==> config.mk <==
export PLATFORM = sky130hd
export DESIGN_NAME = abc2dq
export DESIGN_NICKNAME = d
export VERILOG_FILES = /design/src/rtl/abc2dq.sv
export SDC_FILE = /design/constraint.sdc
export NUM_CORES = 1
export LEC_CHECK = 0
export ABC_CLOCK_PERIOD_IN_PS = 12500
export BUFFER_PORTS_ARGS = -buffer_cell sky130_fd_sc_hd__buf_2
export CAP_MARGIN = 20
export CORE_ASPECT_RATIO = 0.5
export CORE_UTILIZATION = 35
export DETAILED_ROUTE_END_ITERATION = 16
export GPL_TIMING_DRIVEN = 1
export SLEW_MARGIN = 0
export SYNTH_ARGS = -nofsm -noshare
export SYNTH_HDL_FRONTEND = slang
export SYNTH_SLANG_ARGS = --single-unit
==> constraint.sdc <==
create_clock -name aclk -period 12.5 [get_ports aclk]
set_input_delay 1.875 -clock aclk [delete_from_list [all_inputs] [get_ports aclk]]
set_output_delay 1.875 -clock aclk [all_outputs]
set_load 0.02 [all_outputs]
==> src/rtl/abc2dq.sv <==
// Forward Clarke + Park transform (a/b phase currents -> alpha/beta -> d/q).
// One shared signed multiplier, sequenced by a six-state FSM; one sample per six cycles.
module abc2dq #(
    parameter int inout_width         = 16,
    parameter int inout_decimal_width = 15
) (
    input  logic                          aclk,
    input  logic                          reset,
    input  logic                          in_valid,
    output logic                          in_ready,
    input  logic signed [inout_width-1:0] a,
    input  logic signed [inout_width-1:0] b,
    input  logic signed [inout_width-1:0] sin,
    input  logic signed [inout_width-1:0] cos,
    output logic signed [inout_width-1:0] alpha,
    output logic signed [inout_width-1:0] beta,
    output logic signed [inout_width-1:0] d_vector,
    output logic signed [inout_width-1:0] q_vector,
    output logic                          out_valid,
    output logic                          out_sat
);

    localparam int W  = inout_width;
    localparam int F  = inout_decimal_width;
    localparam int OW = W + 2;          // multiplier operand A: holds a + 2*b
    localparam int PW = OW + W;         // full product width
    localparam int AW = 2 * W + 1;      // accumulator width

    localparam int INV_SQRT3_INT = int'(0.5773502692 * (2.0 ** F));
    localparam logic signed [W-1:0]  INV_SQRT3 = W'(INV_SQRT3_INT);
    localparam logic signed [PW-1:0] SAT_MAX   = (PW'(1) <<< (W - 1)) - PW'(1);
    localparam logic signed [PW-1:0] SAT_MIN   = ~SAT_MAX;

    typedef enum logic [2:0] {
        S_IDLE,
        S_BETA,
        S_AC,
        S_BS,
        S_BC,
        S_AS
    } state_t;

    function automatic logic is_sat(input logic signed [PW-1:0] x);
        return (x > SAT_MAX) || (x < SAT_MIN);
    endfunction

    function automatic logic signed [W-1:0] sat_val(input logic signed [PW-1:0] x);
        if (x > SAT_MAX) begin
            return SAT_MAX[W-1:0];
        end else if (x < SAT_MIN) begin
            return SAT_MIN[W-1:0];
        end
        return x[W-1:0];
    endfunction

    function automatic logic signed [PW-1:0] scale_acc(input logic signed [AW-1:0] x);
        return $signed({{(PW - AW){x[AW-1]}}, x}) >>> F;
    endfunction

    function automatic logic signed [OW-1:0] ext_op(input logic signed [W-1:0] x);
        return $signed({{2{x[W-1]}}, x});
    endfunction

    state_t               state_q, state_d;
    logic signed [W-1:0]  a_q, a_d, b_q, b_d, sin_q, sin_d, cos_q, cos_d;
    logic signed [W-1:0]  alpha_r_q, alpha_r_d, beta_r_q, beta_r_d;
    logic signed [AW-1:0] acc_dir_q, acc_dir_d, acc_quad_q, acc_quad_d;
    logic                 sat_flag_q, sat_flag_d;
    logic signed [W-1:0]  alpha_q, alpha_d, beta_q, beta_d, d_q, d_d, qv_q, qv_d;
    logic                 out_valid_q, out_valid_d, out_sat_q, out_sat_d;

    logic signed [OW-1:0] sum_ab;
    logic signed [OW-1:0] mul_a;
    logic signed [W-1:0]  mul_b;
    logic signed [PW-1:0] prod;
    logic signed [PW-1:0] prod_sh;
    logic signed [AW-1:0] prod_acc;
    logic signed [PW-1:0] d_scaled;
    logic signed [PW-1:0] q_scaled;

    // a + 2*b at two extra bits so it can never wrap
    assign sum_ab = ext_op(a_q) + $signed({b_q[W-1], b_q, 1'b0});

    always_comb begin
        mul_a = '0;
        mul_b = '0;
        case (state_q)
            S_BETA: begin mul_a = sum_ab;            mul_b = INV_SQRT3; end
            S_AC:   begin mul_a = ext_op(alpha_r_q); mul_b = cos_q;     end
            S_BS:   begin mul_a = ext_op(beta_r_q);  mul_b = sin_q;     end
            S_BC:   begin mul_a = ext_op(beta_r_q);  mul_b = cos_q;     end
            S_AS:   begin mul_a = ext_op(alpha_r_q); mul_b = sin_q;     end
            default: begin mul_a = '0;               mul_b = '0;        end
        endcase
    end

    assign prod     = $signed({{W{mul_a[OW-1]}}, mul_a}) * $signed({{OW{mul_b[W-1]}}, mul_b});
    assign prod_sh  = prod >>> F;
    assign prod_acc = prod[AW-1:0];

    always_comb begin
        state_d     = state_q;
        a_d         = a_q;
        b_d         = b_q;
        sin_d       = sin_q;
        cos_d       = cos_q;
        alpha_r_d   = alpha_r_q;
        beta_r_d    = beta_r_q;
        acc_dir_d   = acc_dir_q;
        acc_quad_d  = acc_quad_q;
        sat_flag_d  = sat_flag_q;
        alpha_d     = alpha_q;
        beta_d      = beta_q;
        d_d         = d_q;
        qv_d        = qv_q;
        out_valid_d = 1'b0;
        out_sat_d   = out_sat_q;
        d_scaled    = '0;
        q_scaled    = '0;
        case (state_q)
            S_IDLE: begin
                if (in_valid) begin
                    a_d        = a;
                    b_d        = b;
                    sin_d      = sin;
                    cos_d      = cos;
                    sat_flag_d = 1'b0;
                    state_d    = S_BETA;
                end
            end
            S_BETA: begin
                alpha_r_d  = a_q;
                beta_r_d   = sat_val(prod_sh);
                sat_flag_d = sat_flag_q | is_sat(prod_sh);
                state_d    = S_AC;
            end
            S_AC: begin
                acc_dir_d = prod_acc;
                state_d   = S_BS;
            end
            S_BS: begin
                acc_dir_d = acc_dir_q + prod_acc;
                state_d   = S_BC;
            end
            S_BC: begin
                acc_quad_d = prod_acc;
                state_d    = S_AS;
            end
            S_AS: begin
                // final subtraction feeds the output register directly in this cycle
                acc_quad_d  = acc_quad_q - prod_acc;
                d_scaled    = scale_acc(acc_dir_q);
                q_scaled    = scale_acc(acc_quad_d);
                alpha_d     = alpha_r_q;
                beta_d      = beta_r_q;
                d_d         = sat_val(d_scaled);
                qv_d        = sat_val(q_scaled);
                out_sat_d   = sat_flag_q | is_sat(d_scaled) | is_sat(q_scaled);
                out_valid_d = 1'b1;
                state_d     = S_IDLE;
            end
            default: state_d = S_IDLE;
        endcase
    end

    always_ff @(posedge aclk) begin
        if (reset) begin
            state_q     <= S_IDLE;
            a_q         <= '0;
            b_q         <= '0;
            sin_q       <= '0;
            cos_q       <= '0;
            alpha_r_q   <= '0;
            beta_r_q    <= '0;
            acc_dir_q   <= '0;
            acc_quad_q  <= '0;
            sat_flag_q  <= 1'b0;
            alpha_q     <= '0;
            beta_q      <= '0;
            d_q         <= '0;
            qv_q        <= '0;
            out_valid_q <= 1'b0;
            out_sat_q   <= 1'b0;
        end else begin
            state_q     <= state_d;
            a_q         <= a_d;
            b_q         <= b_d;
            sin_q       <= sin_d;
            cos_q       <= cos_d;
            alpha_r_q   <= alpha_r_d;
            beta_r_q    <= beta_r_d;
            acc_dir_q   <= acc_dir_d;
            acc_quad_q  <= acc_quad_d;
            sat_flag_q  <= sat_flag_d;
            alpha_q     <= alpha_d;
            beta_q      <= beta_d;
            d_q         <= d_d;
            qv_q        <= qv_d;
            out_valid_q <= out_valid_d;
            out_sat_q   <= out_sat_d;
        end
    end

    assign in_ready  = (state_q == S_IDLE);
    assign alpha     = alpha_q;
    assign beta      = beta_q;
    assign d_vector  = d_q;
    assign q_vector  = qv_q;
    assign out_valid = out_valid_q;
    assign out_sat   = out_sat_q;

endmodule

; Yosys cells after proc, flatten, opt, wreduce, memory -nomap -nowiden
; Index checks and enable logic that the tools add are counted.
[totals]
register_bits = 232
word_cells = 75
input_bits = 67
output_inout_bits = 67
[op_classes]
muxes = 27
reduce_logical = 13
bitwise = 3
addsub = 3
multipliers = 1
eq_ne = 6
n_lt_le_gt_ge = 6
[op_table]
columns = cell, n
row1 = 16-bit 2-to-1 mux, 9
row2 = 33-bit case mux with 2 select lines, 2
row3 = 18-bit case mux with 3 select lines, 1
row4 = 16-bit case mux with 3 select lines, 1
row5 = 18-bit by 16-bit greater-than comparator with 1-bit output (second input constant), 2
row6 = 18-bit by 16-bit < comparator with 1-bit output (second input constant), 2
row7 = 18-bit by 16-bit multiplier with 34-bit output, 1
row8 = 33-bit adder, 1
row9 = 33-bit subtractor, 1
row10 = 19-bit by 16-bit greater-than comparator with 1-bit output (second input constant), 1
row11 = 19-bit by 16-bit < comparator with 1-bit output (second input constant), 1
row12 = 16-bit by 17-bit adder with 18-bit output, 1
row13 = 3-bit case mux with 5 select lines, 1
row14 = 1-bit 2-to-1 mux, 11
row15 = 2-bit OR reduction, 4
row16 = 3-bit by 2-bit equality test with 1-bit output (second input constant), 2
row17 = 3-bit equality test (second input constant), 2
row18 = 2-bit nonzero test, 3
row19 = 2-bit AND reduction, 2
row20 = 3-bit by 1-bit equality test with 1-bit output (second input constant), 1
row21 = 3-bit logical NOT, 1
row22 = 1-bit logical OR, 3
row23 = 3-bit 2-to-1 mux, 1
row24 = 1-bit bitwise OR, 3
row25 = other kinds (2), 2

; Logic depth before layout (Yosys ltp)
[logic_depth]
ltp_word = 10
ltp_mapped = 55
mapped_depth_nobuf = 52

; Least setup slack after synthesis
; OpenSTA, ideal clock, no wires.
[synth_path]
kind = register -> register
start = register a_q[1]
end = register qv_q[11] (netlist: q_vector[11])
setup_time_ns = 0.133
path_stages_with_launch = 52
path_buffers = 3
arrival_time_ns = 11.362
slack_ns = 1.005
required_time_ns = 12.367
synth_period_minus_slack_ns = 11.495
path_cell_list = dfxtp_1 > ha_1 > inv_1 > fa_1 > nor2b_1 > o21ai_0 > a21boi_0 > o21ai_0 > a21boi_0 > o21ai_0 > a21boi_0 > o21ai_0 > a21boi_0 > o21ai_0 > a21boi_0 > o21ai_0 > and3_1 > o31ai_1 > [16 not listed] > or2_2 > a21o_1 > a21oi_1 > xnor2_1 > inv_1 > ha_1 > a211o_1 > o32a_4 > maj3_2 > o221a_4 > o221ai_2 > o211ai_4 > a211o_1 > a211oi_2 > o32ai_4 > buf_6 > nand3_2 > a31oi_1
[synth_via]
elab_chain_len = 9
elab_cells_between_ends = 11
cone_classes = add/sub (2) / mul (1) / order compare (2) / mux (6)
[synth_lines]
columns = item, line
row1 = from (decl), 65  ; logic signed [W-1:0] a_q, a_d, b_q, b_d, sin_q, sin_d, cos_q, cos_d;
row2 = from (signal assigned), 169  ; a_q <= '0;
row3 = from (signal assigned), 186  ; a_q <= a_d;
row4 = 16-bit by 17-bit adder with 18-bit output *, 82  ; assign sum_ab = ext_op(a_q) + $signed({b_q[W-1], b_q, 1'b0});
row5 = 18-bit case mux with 3 select lines *, 87  ; case (state_q)
row6 = 18-bit by 16-bit multiplier with 34-bit output *, 97  ; assign prod = $signed({{W{mul_a[OW-1]}}, mul_a}) * $signed({{OW{mul_b[W-1]}}, mul_b});
row7 = 33-bit subtractor *, 151  ; acc_quad_d = acc_quad_q - prod_acc;
row8 = 18-bit by 16-bit < comparator with 1-bit output, 50  ; end else if (x < SAT_MIN) begin
row9 = 1-bit 2-to-1 mux, 50
row10 = 1-bit 2-to-1 mux, 48  ; if (x > SAT_MAX) begin
row11 = 1-bit 2-to-1 mux, 120  ; case (state_q)
row12 = 16-bit 2-to-1 mux *, 53  ; return x[W-1:0];
row13 = to (signal assigned), 198  ; qv_q <= qv_d;
row14 = to (decl), 69  ; logic signed [W-1:0] alpha_q, alpha_d, beta_q, beta_d, d_q, d_d, qv_q, qv_d;
; Mark *: on every way between the ends. The rest lies on a longest branch, timed or not. The select of a mux whose other input is x is not followed.
; A chain may end at the register's enable or synchronous reset.

; Worst setup path after layout
[layout_path]
start = register a_q[1]
end = register qv_q[2] (netlist: q_vector[2])
; The elaborated chain is that of the path after synthesis.

==> flow_summary.json <==
{
  "chipHeight_um": 189,
  "drt_iter0_markers": 1667,
  "setup_tns_ns": 0,
  "slew_viol_final": 0,
  "fin_crit_sh_pct": 95.0,
  "cts_root_buffer": "clkbuf_16",
  "power_density_mw_per_mm2": 103,
  "overflow": 0,
  "synth_xor_area_share_pct": 3.45,
  "slowest_stage": "fa_1",
  "path_max_fanout": 8,
  "synth_top_family_by_area": "adder cells",
  "leakage_nw": 12.6,
  "pwr-share-comb_pct": 43.1,
  "total_power_w": 0.00282,
  "synth_compound_area_share_pct": 19.4,
  "gp_congestion": 0.983,
  "relSlewSlack_pct": 20.2,
  "hold_viol": 0,
  "wl_per_cell_um": 18.8,
  "cts_hold_buf": 0,
  "n_antenna_cell": 0,
  "cts_max_level": 1,
  "clk_latency_ns": 0.58,
  "ant_nets": 0,
  "synth-edff-count": 0,
  "worstMarginPinSlew_ns": 1.20,
  "io_pins": 134,
  "ys_seq_area_share_pct": 18.9,
  "skew_ns": 0.0351,
  "drt-total-wl_mm": 78.1,
  "drc": 0,
  "netSwitchingPower_w": 0.00116,
  "outcome": "completed",
  "endpoint_kind": "register",
  "synthCells": 3124,
  "ys_top_cells_by_count": "nand2_1, inv_1, a21oi_1",
  "grt_pass1_wl_mm": 123,
  "p_seq_share_pct": 29.1,
  "syn2layout_area_growth_pct": 11.5,
  "dr.pass1.iters": 5,
  "initial_core_util_pct": 35.5,
  "setup_viol": 0,
  "netlist.area_leader.share_pct": 23.4,
  "synth-simple-area-share_pct": 17.2,
  "synth_area_leaders": "fa_1, dfxtp_1, ha_1",
  "place_inst": 4103,
  "grt_pass1_vias": 21300,
  "yosysMostFrequentCell": "nand2_1",
  "hpwl_mm": 61.6,
  "stdcell_count": 4158,
  "hold_slack_ns": 0.451,
  "yosysWarnings": 0,
  "synth-seq-cells": 232,
  "viasPerCell": 5.24,
  "path_common_cell": "fa_1",
  "cts.clk_slew.worst_paths_ns": 0.06,
  "avgSynthCellArea_sq_um": 7.87,
  "cap_violations": 0,
  "cts_tree": "yes",
  "grtUsageTotal_pct": 21.9,
  "fmax_mhz": 84.2,
  "dieWidth_um": 377,
  "antenna_found_initial": 3,
  "drive_gt1_share_pct": 10.8,
  "path_buf_inv": 8,
  "hold_class": "reg2reg",
  "crit_family": "compound AO/OA/AOI/OAI gates",
  "criticalPathCategory": "reg2reg",
  "switching_share_pct": 41.0,
  "critPathLaunchType": "register",
  "cp_data_required_time_ns": 12.92,
  "dr_total_vias": 21800,
  "grt_max_degree": 91,
  "cpPeakStageDelay_ns": 0.63,
  "irDropWorstVdd_mv": 0.0963,
  "pwr-share-clk_pct": 27.8,
  "nets": 3694,
  "cts_buffer_depth": 3,
  "core-area_sq_mm": 0.0692,
  "synth_fa_ha_area_share_pct": 31.1,
  "ys_async_sr_fraction_pct": 0,
  "die_area_sq_mm": 0.0714,
  "synth_ff_type": "dfxtp_1",
  "synth_cell_type_count": 89,
  "netlist_area_sq_mm": 0.0246,
  "fin_crit_ns": 11.88,
  "cts_buffers": 26,
  "arrival_ns": 12.30,
  "rows": 68,
  "cts_sinks": 232,
  "io_buffers": 133,
  "syn_nets": 3624,
  "yosysTopAreaCell": "fa_1",
  "power.internal_w": 0.00167,
  "synth_mux_area_share_pct": 1.12
}
## through the flow
stage / util, % / instance area [sq um] / worst slack [ns]
floorplan: - / 24600 / 1.01
global placement: 38.1 / 26400 / 0.484
detailed placement: 38.1 / 26400 / 0.359
CTS: 39.3 / 27200 / 0.293
global route: 39.6 / 27400 / -0.0666
finish: 39.6 / 27400 / 0.622
## cell families after synthesis
kind of cell    count (synthesis)
simple gates                  978
compound gates                773
mux                            26
fa+ha+maj                     440
buf+inv                       579
flops                         232
xor+xnor                       96
## metal layers
metal  vias to the layer above  track usage, %  routed length, um
li1                      10400               -                  -
met1                     10600            33.6              38200
met2                       677            31.7              32100
met3                        80            3.90               6170
met4                         2            4.30               1560
met5                         -               0                 20
## layout by cell type, fill, tap and decap left out, drive strengths merged, types with 14 or more instances in the layout
cell type / n
nand2: 468
inv: 411
a21oi: 301
nor2: 289
fa: 287
dfxtp: 232
buf: 212
o21ai: 185
ha: 146
xnor2: 70
a21o: 46
a31oi: 42
nand2b: 39
clkbuf: 35
nand3: 31
nor3: 30
xor2: 26
nor2b: 24
a211oi: 22
and2: 21
o21a: 20
a22oi: 19
o22ai: 17
or2: 17
mux2i: 14
and3: 14
## registers in the layout, summed over array words and instances, names as in the netlist, 16 cells and up
name        count
cos_q          16
acc_quad_q     33
d_vector       16
acc_dir_q      33
b_q            16
a_q            16
alpha_r_q      16
beta_r_q       16
q_vector       16
beta           16
alpha          16
sin_q          16
## power by group through the flow
stage / Clock [W] / Sequential (W) / Combinational, W
finish: 0.000785 / 0.000823 / 0.00122
global route: 0.000823 / 0.000826 / 0.00133
CTS: 0.000797 / 0.000821 / 0.00116
detailed placement: 0 / 0.000837 / 0.00115
global placement: 0 / 0.000837 / 0.00114
floorplan: 0 / 0.000815 / 0.000848
## timing repair
item,in CTS,in global routing
setup buffers,0,8
gates resized for setup,0,35
setup endpoints to repair,0,28
## path summary, 6_finish.rpt
check	start	endpoint	slack [ns]	cells past startpoint
setup / recovery	a_q[1]$_SDFFE_PP0P_	q_vector[2]$_SDFFE_PP0N_	0.62	52
hold / removal	beta[5]$_SDFFE_PP0N_	beta[5]$_SDFFE_PP0N_	0.45	2
setup reg to reg	a_q[1]$_SDFFE_PP0P_	q_vector[2]$_SDFFE_PP0N_	0.62	52
hold reg to reg	beta[5]$_SDFFE_PP0N_	beta[5]$_SDFFE_PP0N_	0.45	2
## area by class of cell
cell class | instances | area [sq um]
Fill cell | 7046 | 41800
Multi-Input combinational cell | 2313 | 17900
Sequential cell | 232 | 4650
Inverter | 409 | 1540
Timing Repair Buffer | 212 | 1260
Tap cell | 945 | 1180
Clock buffer | 35 | 734
Clock inverter | 12 | 116
## worst register-to-register path, delay by kind of cell (launching register included)
family | cells | cell delay, ns
adder cells (fa/ha/maj) | 11 | 4.60
flip-flops | 1 | 0.36
AND/OR/NAND/NOR | 7 | 1.12
XOR/XNOR | 1 | 0.21
buffers and inverters | 8 | 0.77
AO/OA/AOI/OAI | 25 | 4.69
Note: power is estimated with default switching activity, not from simulation.
